`config.mk`:
```
export PLATFORM = sky130hd
export DESIGN_NAME = mem_arbiter_flat
export DESIGN_NICKNAME = d
export VERILOG_FILES = /design/src/rtl/mem_arbiter_pkg.sv /design/src/rtl/mem_arbiter_if.sv /design/src/rtl/mem_arbiter_rr_arb2.sv /design/src/rtl/mem_arbiter.sv /design/src/flat_wrapper.sv
export SDC_FILE = /design/constraint.sdc
export NUM_CORES = 1
export LEC_CHECK = 0
export ABC_AREA = 0
export BUFFER_PORTS_ARGS = -buffer_cell sky130_fd_sc_hd__buf_2
export CORE_MARGIN = 5
export CORE_UTILIZATION = 35
export DETAILED_ROUTE_END_ITERATION = 12
export SLEW_MARGIN = 10
export SYNTH_ARGS = -nofsm -noshare
export SYNTH_HDL_FRONTEND = slang
export SYNTH_HIERARCHICAL = 1
export SYNTH_SLANG_ARGS = --single-unit
```
`constraint.sdc`:
```
create_clock -name clk -period 1.7 [get_ports clk]
set_clock_uncertainty 0.05 [all_clocks]
set_input_delay 0.34 -clock clk [delete_from_list [all_inputs] [get_ports clk]]
set_output_delay 0.34 -clock clk [all_outputs]
set_load 0.01 [all_outputs]
```
`src/rtl/mem_arbiter_pkg.sv`:
```
// mem_arbiter_pkg: shared FSM state and bus-owner encodings
package mem_arbiter_pkg;
  typedef enum logic [1:0] {
    ST_IDLE = 2'd0,
    ST_ADDR = 2'd1,
    ST_WAIT = 2'd2,
    ST_RESP = 2'd3
  } state_e;
  typedef enum logic {
    OWN_IFU = 1'b0,
    OWN_LSU = 1'b1
  } owner_e;
endpackage

```
`src/rtl/mem_arbiter_if.sv`:
```
// mem_arbiter_if: ifu, lsu and memory-side signals of the shared memory port
interface mem_arbiter_if #(
  parameter int ADDR_W = 32,
  parameter int DATA_W = 32
);
  logic              ifu_req_i;
  logic [ADDR_W-1:0] ifu_addr_i;
  logic              ifu_gnt_o;
  logic              ifu_rvalid_o;
  logic [DATA_W-1:0] ifu_rdata_o;
  logic              ifu_err_o;
  logic              lsu_req_i;
  logic              lsu_we_i;
  logic [ADDR_W-1:0] lsu_addr_i;
  logic [DATA_W-1:0] lsu_wdata_i;
  logic [DATA_W/8-1:0] lsu_wmask_i;
  logic              lsu_gnt_o;
  logic              lsu_rvalid_o;
  logic [DATA_W-1:0] lsu_rdata_o;
  logic              lsu_err_o;
  logic              mem_req_o;
  logic              mem_we_o;
  logic [ADDR_W-1:0] mem_addr_o;
  logic [DATA_W-1:0] mem_wdata_o;
  logic [DATA_W/8-1:0] mem_wmask_o;
  logic              mem_gnt_i;
  logic              mem_rvalid_i;
  logic [DATA_W-1:0] mem_rdata_i;
  modport slave (
    input  ifu_req_i, ifu_addr_i,
    input  lsu_req_i, lsu_we_i, lsu_addr_i, lsu_wdata_i, lsu_wmask_i,
    input  mem_gnt_i, mem_rvalid_i, mem_rdata_i,
    output ifu_gnt_o, ifu_rvalid_o, ifu_rdata_o, ifu_err_o,
    output lsu_gnt_o, lsu_rvalid_o, lsu_rdata_o, lsu_err_o,
    output mem_req_o, mem_we_o, mem_addr_o, mem_wdata_o, mem_wmask_o
  );
  modport master (
    output ifu_req_i, ifu_addr_i,
    output lsu_req_i, lsu_we_i, lsu_addr_i, lsu_wdata_i, lsu_wmask_i,
    output mem_gnt_i, mem_rvalid_i, mem_rdata_i,
    input  ifu_gnt_o, ifu_rvalid_o, ifu_rdata_o, ifu_err_o,
    input  lsu_gnt_o, lsu_rvalid_o, lsu_rdata_o, lsu_err_o,
    input  mem_req_o, mem_we_o, mem_addr_o, mem_wdata_o, mem_wmask_o
  );
endinterface

```
`src/rtl/mem_arbiter_rr_arb2.sv`:
```
// rr_arb2: two-requester round-robin arbiter, ties go to the unit not granted last
module rr_arb2
  import mem_arbiter_pkg::*;
(
  input  logic       clk,
  input  logic       rst,
  input  logic [1:0] req,
  input  logic       en,
  output logic [1:0] gnt
);
  owner_e last_q, last_d;
  always_comb begin
    gnt = &req ? (last_q == OWN_IFU ? 2'b10 : 2'b01) : req;
    last_d = (en && |req) ? (gnt[1] ? OWN_LSU : OWN_IFU) : last_q;
  end
  always_ff @(posedge clk) begin
    if (rst) last_q <= OWN_IFU;
    else last_q <= last_d;
  end
endmodule

```
`src/rtl/mem_arbiter.sv`:
```
// mem_arbiter: shares one memory port between ifu and lsu, one transaction at a time, with timeout
module mem_arbiter
  import mem_arbiter_pkg::*;
#(
  parameter int ADDR_W  = 32,
  parameter int DATA_W  = 32,
  parameter int TIMEOUT = 64
) (
  input logic          clk,
  input logic          rst,
  mem_arbiter_if.slave bus
);
  localparam int CNT_W = $clog2(TIMEOUT);
  state_e              state_q, state_d;
  owner_e              owner_q, owner_d;
  logic [CNT_W-1:0]    cnt_q, cnt_d;
  logic                we_q, we_d;
  logic [ADDR_W-1:0]   addr_q, addr_d;
  logic [DATA_W-1:0]   wdata_q, wdata_d;
  logic [DATA_W/8-1:0] wmask_q, wmask_d;
  logic [DATA_W-1:0]   ifu_rdata_q, ifu_rdata_d, lsu_rdata_q, lsu_rdata_d;
  logic                ifu_err_q, ifu_err_d, lsu_err_q, lsu_err_d;
  logic [1:0]          arb_gnt, gnt;
  logic                busy, done, tmo, fin;
  rr_arb2 u_arb (
    .clk (clk),
    .rst (rst),
    .req ({bus.lsu_req_i, bus.ifu_req_i}),
    .en  (state_q == ST_IDLE),
    .gnt (arb_gnt)
  );
  assign gnt = arb_gnt & {2{state_q == ST_IDLE}};
  assign bus.ifu_gnt_o    = gnt[0];
  assign bus.lsu_gnt_o    = gnt[1];
  assign bus.ifu_rvalid_o = state_q == ST_RESP && owner_q == OWN_IFU;
  assign bus.lsu_rvalid_o = state_q == ST_RESP && owner_q == OWN_LSU;
  assign bus.ifu_rdata_o  = ifu_rdata_q;
  assign bus.lsu_rdata_o  = lsu_rdata_q;
  assign bus.ifu_err_o    = ifu_err_q;
  assign bus.lsu_err_o    = lsu_err_q;
  assign bus.mem_req_o    = state_q == ST_ADDR;
  assign bus.mem_we_o     = we_q;
  assign bus.mem_addr_o   = addr_q;
  assign bus.mem_wdata_o  = wdata_q;
  assign bus.mem_wmask_o  = wmask_q;
  always_comb begin
    busy = state_q == ST_ADDR || state_q == ST_WAIT;
    done = bus.mem_rvalid_i && (state_q == ST_WAIT || (state_q == ST_ADDR && bus.mem_gnt_i));
    tmo = busy && cnt_q == CNT_W'(TIMEOUT - 1);
    fin = done || tmo;
    state_d = state_q;
    owner_d = owner_q;
    cnt_d = busy ? cnt_q + CNT_W'(1) : '0;
    we_d = we_q;
    addr_d = addr_q;
    wdata_d = wdata_q;
    wmask_d = wmask_q;
    ifu_rdata_d = ifu_rdata_q;
    ifu_err_d = ifu_err_q;
    lsu_rdata_d = lsu_rdata_q;
    lsu_err_d = lsu_err_q;
    unique case (state_q)
      ST_IDLE: if (|gnt) begin
        state_d = ST_ADDR;
        owner_d = gnt[1] ? OWN_LSU : OWN_IFU;
        we_d = gnt[1] & bus.lsu_we_i;
        addr_d = gnt[1] ? bus.lsu_addr_i : bus.ifu_addr_i;
        wdata_d = gnt[1] ? bus.lsu_wdata_i : '0;
        wmask_d = gnt[1] ? bus.lsu_wmask_i : '0;
      end
      ST_ADDR: state_d = fin ? ST_RESP : bus.mem_gnt_i ? ST_WAIT : ST_ADDR;
      ST_WAIT: state_d = fin ? ST_RESP : ST_WAIT;
      default: state_d = ST_IDLE;
    endcase
    if (fin && owner_q == OWN_LSU) begin
      lsu_rdata_d = done ? bus.mem_rdata_i : '0;
      lsu_err_d = !done;
    end
    if (fin && owner_q == OWN_IFU) begin
      ifu_rdata_d = done ? bus.mem_rdata_i : '0;
      ifu_err_d = !done;
    end
  end
  always_ff @(posedge clk) begin
    if (rst) begin
      state_q <= ST_IDLE;
      owner_q <= OWN_IFU;
      cnt_q <= '0;
      we_q <= 1'b0;
      addr_q <= '0;
      wdata_q <= '0;
      wmask_q <= '0;
      ifu_rdata_q <= '0;
      ifu_err_q <= 1'b0;
      lsu_rdata_q <= '0;
      lsu_err_q <= 1'b0;
    end else begin
      state_q <= state_d;
      owner_q <= owner_d;
      cnt_q <= cnt_d;
      we_q <= we_d;
      addr_q <= addr_d;
      wdata_q <= wdata_d;
      wmask_q <= wmask_d;
      ifu_rdata_q <= ifu_rdata_d;
      ifu_err_q <= ifu_err_d;
      lsu_rdata_q <= lsu_rdata_d;
      lsu_err_q <= lsu_err_d;
    end
  end
endmodule
```
`src/flat_wrapper.sv`:
```
// flat-port wrapper written by rule: the top's interface ports become plain ports
module mem_arbiter_flat import mem_arbiter_pkg::*;
#(
  parameter int ADDR_W  = 32,
  parameter int DATA_W  = 32,
  parameter int TIMEOUT = 64
)
  (clk, rst, bus_ifu_req_i, bus_ifu_addr_i, bus_lsu_req_i, bus_lsu_we_i, bus_lsu_addr_i, bus_lsu_wdata_i, bus_lsu_wmask_i, bus_mem_gnt_i, bus_mem_rvalid_i, bus_mem_rdata_i, bus_ifu_gnt_o, bus_ifu_rvalid_o, bus_ifu_rdata_o, bus_ifu_err_o, bus_lsu_gnt_o, bus_lsu_rvalid_o, bus_lsu_rdata_o, bus_lsu_err_o, bus_mem_req_o, bus_mem_we_o, bus_mem_addr_o, bus_mem_wdata_o, bus_mem_wmask_o);
  mem_arbiter_if #(.ADDR_W(ADDR_W), .DATA_W(DATA_W)) bus_i ();
  input logic clk;
  input logic rst;
  input wire logic [$bits(bus_i.ifu_req_i)-1:0] bus_ifu_req_i;
  input wire logic [$bits(bus_i.ifu_addr_i)-1:0] bus_ifu_addr_i;
  input wire logic [$bits(bus_i.lsu_req_i)-1:0] bus_lsu_req_i;
  input wire logic [$bits(bus_i.lsu_we_i)-1:0] bus_lsu_we_i;
  input wire logic [$bits(bus_i.lsu_addr_i)-1:0] bus_lsu_addr_i;
  input wire logic [$bits(bus_i.lsu_wdata_i)-1:0] bus_lsu_wdata_i;
  input wire logic [$bits(bus_i.lsu_wmask_i)-1:0] bus_lsu_wmask_i;
  input wire logic [$bits(bus_i.mem_gnt_i)-1:0] bus_mem_gnt_i;
  input wire logic [$bits(bus_i.mem_rvalid_i)-1:0] bus_mem_rvalid_i;
  input wire logic [$bits(bus_i.mem_rdata_i)-1:0] bus_mem_rdata_i;
  output wire logic [$bits(bus_i.ifu_gnt_o)-1:0] bus_ifu_gnt_o;
  output wire logic [$bits(bus_i.ifu_rvalid_o)-1:0] bus_ifu_rvalid_o;
  output wire logic [$bits(bus_i.ifu_rdata_o)-1:0] bus_ifu_rdata_o;
  output wire logic [$bits(bus_i.ifu_err_o)-1:0] bus_ifu_err_o;
  output wire logic [$bits(bus_i.lsu_gnt_o)-1:0] bus_lsu_gnt_o;
  output wire logic [$bits(bus_i.lsu_rvalid_o)-1:0] bus_lsu_rvalid_o;
  output wire logic [$bits(bus_i.lsu_rdata_o)-1:0] bus_lsu_rdata_o;
  output wire logic [$bits(bus_i.lsu_err_o)-1:0] bus_lsu_err_o;
  output wire logic [$bits(bus_i.mem_req_o)-1:0] bus_mem_req_o;
  output wire logic [$bits(bus_i.mem_we_o)-1:0] bus_mem_we_o;
  output wire logic [$bits(bus_i.mem_addr_o)-1:0] bus_mem_addr_o;
  output wire logic [$bits(bus_i.mem_wdata_o)-1:0] bus_mem_wdata_o;
  output wire logic [$bits(bus_i.mem_wmask_o)-1:0] bus_mem_wmask_o;
  assign bus_i.ifu_req_i = bus_ifu_req_i;
  assign bus_i.ifu_addr_i = bus_ifu_addr_i;
  assign bus_i.lsu_req_i = bus_lsu_req_i;
  assign bus_i.lsu_we_i = bus_lsu_we_i;
  assign bus_i.lsu_addr_i = bus_lsu_addr_i;
  assign bus_i.lsu_wdata_i = bus_lsu_wdata_i;
  assign bus_i.lsu_wmask_i = bus_lsu_wmask_i;
  assign bus_i.mem_gnt_i = bus_mem_gnt_i;
  assign bus_i.mem_rvalid_i = bus_mem_rvalid_i;
  assign bus_i.mem_rdata_i = bus_mem_rdata_i;
  assign bus_ifu_gnt_o = bus_i.ifu_gnt_o;
  assign bus_ifu_rvalid_o = bus_i.ifu_rvalid_o;
  assign bus_ifu_rdata_o = bus_i.ifu_rdata_o;
  assign bus_ifu_err_o = bus_i.ifu_err_o;
  assign bus_lsu_gnt_o = bus_i.lsu_gnt_o;
  assign bus_lsu_rvalid_o = bus_i.lsu_rvalid_o;
  assign bus_lsu_rdata_o = bus_i.lsu_rdata_o;
  assign bus_lsu_err_o = bus_i.lsu_err_o;
  assign bus_mem_req_o = bus_i.mem_req_o;
  assign bus_mem_we_o = bus_i.mem_we_o;
  assign bus_mem_addr_o = bus_i.mem_addr_o;
  assign bus_mem_wdata_o = bus_i.mem_wdata_o;
  assign bus_mem_wmask_o = bus_i.mem_wmask_o;
  mem_arbiter #(.ADDR_W(ADDR_W), .DATA_W(DATA_W), .TIMEOUT(TIMEOUT)) u_core (.clk(clk), .rst(rst), .bus(bus_i));
endmodule
```
==> out/metrics.yaml <==
timing:
  fin_crit_ps: 1730
  hold_violations: 0
  worst_slack_ps: -28.4
  whs_ps: 107
  tightest_slew_ps: 303
  final_max_slew_viol_count: 0
  slew_headroom_pct: 79.8
  fin_crit_sh_pct: 102
  final-setup-viol-count: 2
  fmax_ghz: 0.579
  rsz0062_at_grt: "yes"
critical_path:
  critPathSlowestCell: "dfxtp_4"
  path_cells: "buf_6, ha_4, and2_4, buf_6"
  path_max_fanout: 4
  critPathMaxStageDelay_ps: 360
  cpMostUsedCell: "buf_6"
  endpoint_kind: "primary output"
  crit_type: "reg -> out"
  arrival_ps: 1340
  start_kind: "flop"
  cp.required_ps: 1310
yosys:
  synth_ff_type: "dfxtp_1"
  synth_compound_area_share_pct: 28.0
  syn_inst: 783
  ys_seq_area_share_pct: 43.9
  synth.distinct_cells: 41
  ys_seq_elements: 145
  syn_avg_cell_area_um2: 8.45
  ys_warn_count: 6
  synth_fa_ha_area_share_pct: 0.946
  synthXorXnorAreaFrac_pct: 0.397
  muxShareOfSynthArea_pct: 0
  synth-edff-count: 0
  synth_top_family_by_area: "compound AO/OA/AOI/OAI gates"
  syn_area_um2: 6610
  syn_nets: 927
  synth_top_area_cell: "dfxtp_1"
  synthArstFlopShare_pct: 0
  synthSimpleGateAreaFrac_pct: 19.9
  synthTopCellsByArea: "dfxtp_1 (44%), o221ai_1 (8.5%), a31oi_1 (6.2%), nand2_1 (5.6%), nor2_1 (4.3%)"
  yosys.area.top_type_share_pct: 43.9
pwr:
  internal_power_mw: 8.37
  ir_drop_v: 0.000584
  swShare_pct: 38.5
  clockPowerShare_pct: 28.0
  p_switching_mw: 5.23
  power.leakage_nw: 3.95
  power_frac_seq_pct: 33.4
  p_per_area_nw_per_um2: 1470
  p_comb_share_pct: 38.5
  power.total_mw: 13.6
final_layout:
  final_common_cell: "buf_2"
  mostFrequentLayoutCells: "buf_2 (273), dfxtp_1 (141), nand2_1 (98)"
  drive_gt1_share_pct: 37.0
  utilization_pct: 49.7
  layout.nets: 1189
  syn_to_final_growth_pct: 40.1
cts:
  cts_tree: "done"
  root_buffer: "clkbuf_16"
  numCtsBuffers: 17
  clkTransAtPathRegs_ps: 80
  clockBufferDepth: 2
  clk_latency_ps: 420
  cts.sinks: 145
  h-tree-depth: 4
  hold_buffers: 0
floorplanning:
  die-area_um2: 21700
  rows: 50
  dieHeight_um: 147
  start_util_pct: 35.5
  die_x_um: 147
  io_pins: 279
  coreArea_um2: 18600
drt:
  firstDrtPassIters: 6
  wirelength_mm: 22.9
  wl_per_cell_um: 17.7
  vias: 7083
  viasPerCell: 5.48
  drtAntennaViolNets: 0
  drc: 0
  drt_iter0_markers: 504
grt:
  grtUsageTotal_pct: 19.9
  grt-ovfl-total: 0
  grt_max_degree: 69
  grt_pass1_wl_mm: 35.7
  antenna_found_initial: 1
  first_global_vias: 6657
placed_design:
  dp_hpwl_mm: 15.0
  io_buffers: 278
  gp_congestion: 0.768
run_status:
  violations: "setup timing"
  status: "complete, but fails checks"
worst_hold_path:
  hold_path_class: "in -> reg"
job:
  cap_violations: 0
[final timing paths]
path / startpoint / endpoint / slack, ps / cells past startpoint
min reg2reg: u_core/bus.mem_addr_o[23] / u_core/bus.mem_addr_o[23] / 430 / 2
min: bus_lsu_wdata_i[15] / u_core/bus.mem_wdata_o[15] / 110 / 3
max reg2reg: u_core/state_q[0] / u_core/bus.ifu_rdata_o[20] / 60 / 8
max: u_core/state_q[0] / bus_lsu_rvalid_o / -30 / 4
[synth_stat cells (2+ instances only)]
| cell | number |
|---|---|
| dfxtp_1 | 145 |
| nand2_1 | 99 |
| nor2_1 | 75 |
| a31oi_1 | 66 |
| o221ai_1 | 64 |
| buf_2 | 39 |
| a22oi_1 | 37 |
| clkbuf_1 | 35 |
| nand3_1 | 35 |
| a21oi_1 | 34 |
| and2_1 | 33 |
| nor2b_1 | 33 |
| a311oi_1 | 32 |
| inv_1 | 6 |
| buf_4 | 5 |
| ha_1 | 5 |
| buf_6 | 4 |
| o21ai_0 | 4 |
| and3_1 | 3 |
| a21boi_0 | 2 |
| a221oi_1 | 2 |
| a311oi_2 | 2 |
| inv_2 | 2 |
| nand4_1 | 2 |
| or3_1 | 2 |
| xnor2_1 | 2 |
[power by group through the flow]
stage	registers, mW	clock network [mW]	logic (mW)
after global placement	4.58	0	4.71
after CTS	4.52	3.90	4.99
after detailed placement	4.56	0	4.75
after global routing	4.63	4.07	5.71
final	4.54	3.81	5.24
after floorplan	4.81	0	2.60
[final cells by class]
cell class,count,area (µm²)
antenna,1,2.50
clock buffer,17,425
clock inverter,15,179
fill,1808,9380
inverter,9,43.8
multi-input combinational,544,3360
sequential,145,2910
tap,234,293
timing repair buffer,328,2050
[worst max-delay path: cells and delay by family (launching register included)]
kind / cells / cell delay (ps)
flip-flops: 1 / 360
AND/OR/NAND/NOR: 1 / 150
buffers and inverters: 2 / 240
adder cells (fa/ha/maj): 1 / 170
[flip-flops by register name, summed over array words and instances, names as in the netlist]
name	cells
u_core/bus.lsu_err_o	1
u_core/bus.mem_we_o	1
u_core/bus.ifu_rdata_o	32
u_core/u_arb/last_q	1
u_core/bus.mem_addr_o	32
u_core/bus.mem_wmask_o	4
u_core/bus.mem_wdata_o	32
u_core/bus.lsu_rdata_o	32
u_core/state_q	2
u_core/owner_q	1
u_core/cnt_q	6
u_core/bus.ifu_err_o	1
[metal layers]
layer | part of all wire (%) | track usage, % | vias to the layer above
met3 | 9.6 | 7.05 | 24
li1 | - | - | 3423
met4 | 1.4 | 5.64 | 2
met2 | 45 | 30.9 | 344
met1 | 44 | 26.4 | 3290
met5 | 0.031 | 0 | -
[per-stage QoR]
stage               setup WS [ps]  cell area [µm²]  instances  setup TNS (ps)
global route                -85.0             9260       1292            -266
floorplan                    99.3             6610        783               0
finish                      -28.4             9270       1293           -47.5
CTS                         -69.2             9150       1289            -129
detailed placement          -3.31             8390       1248           -3.31
global placement             40.7             8390       1248               0
[logic make-up after synthesis]
logic type	Yosys count
AND/OR/NAND/NOR	286
AO/OA/AOI/OAI	250
flip-flops	145
buffers and inverters	94
adder cells (fa/ha/maj)	5
XOR/XNOR	3
[timing repair]
item	in CTS	in global routing
gates resized for setup	27	14
buffers inserted	9	2
cloned	0	2
pin swaps	3	2
setup endpoints to repair	6	71
(Power assumes the default switching activity.)
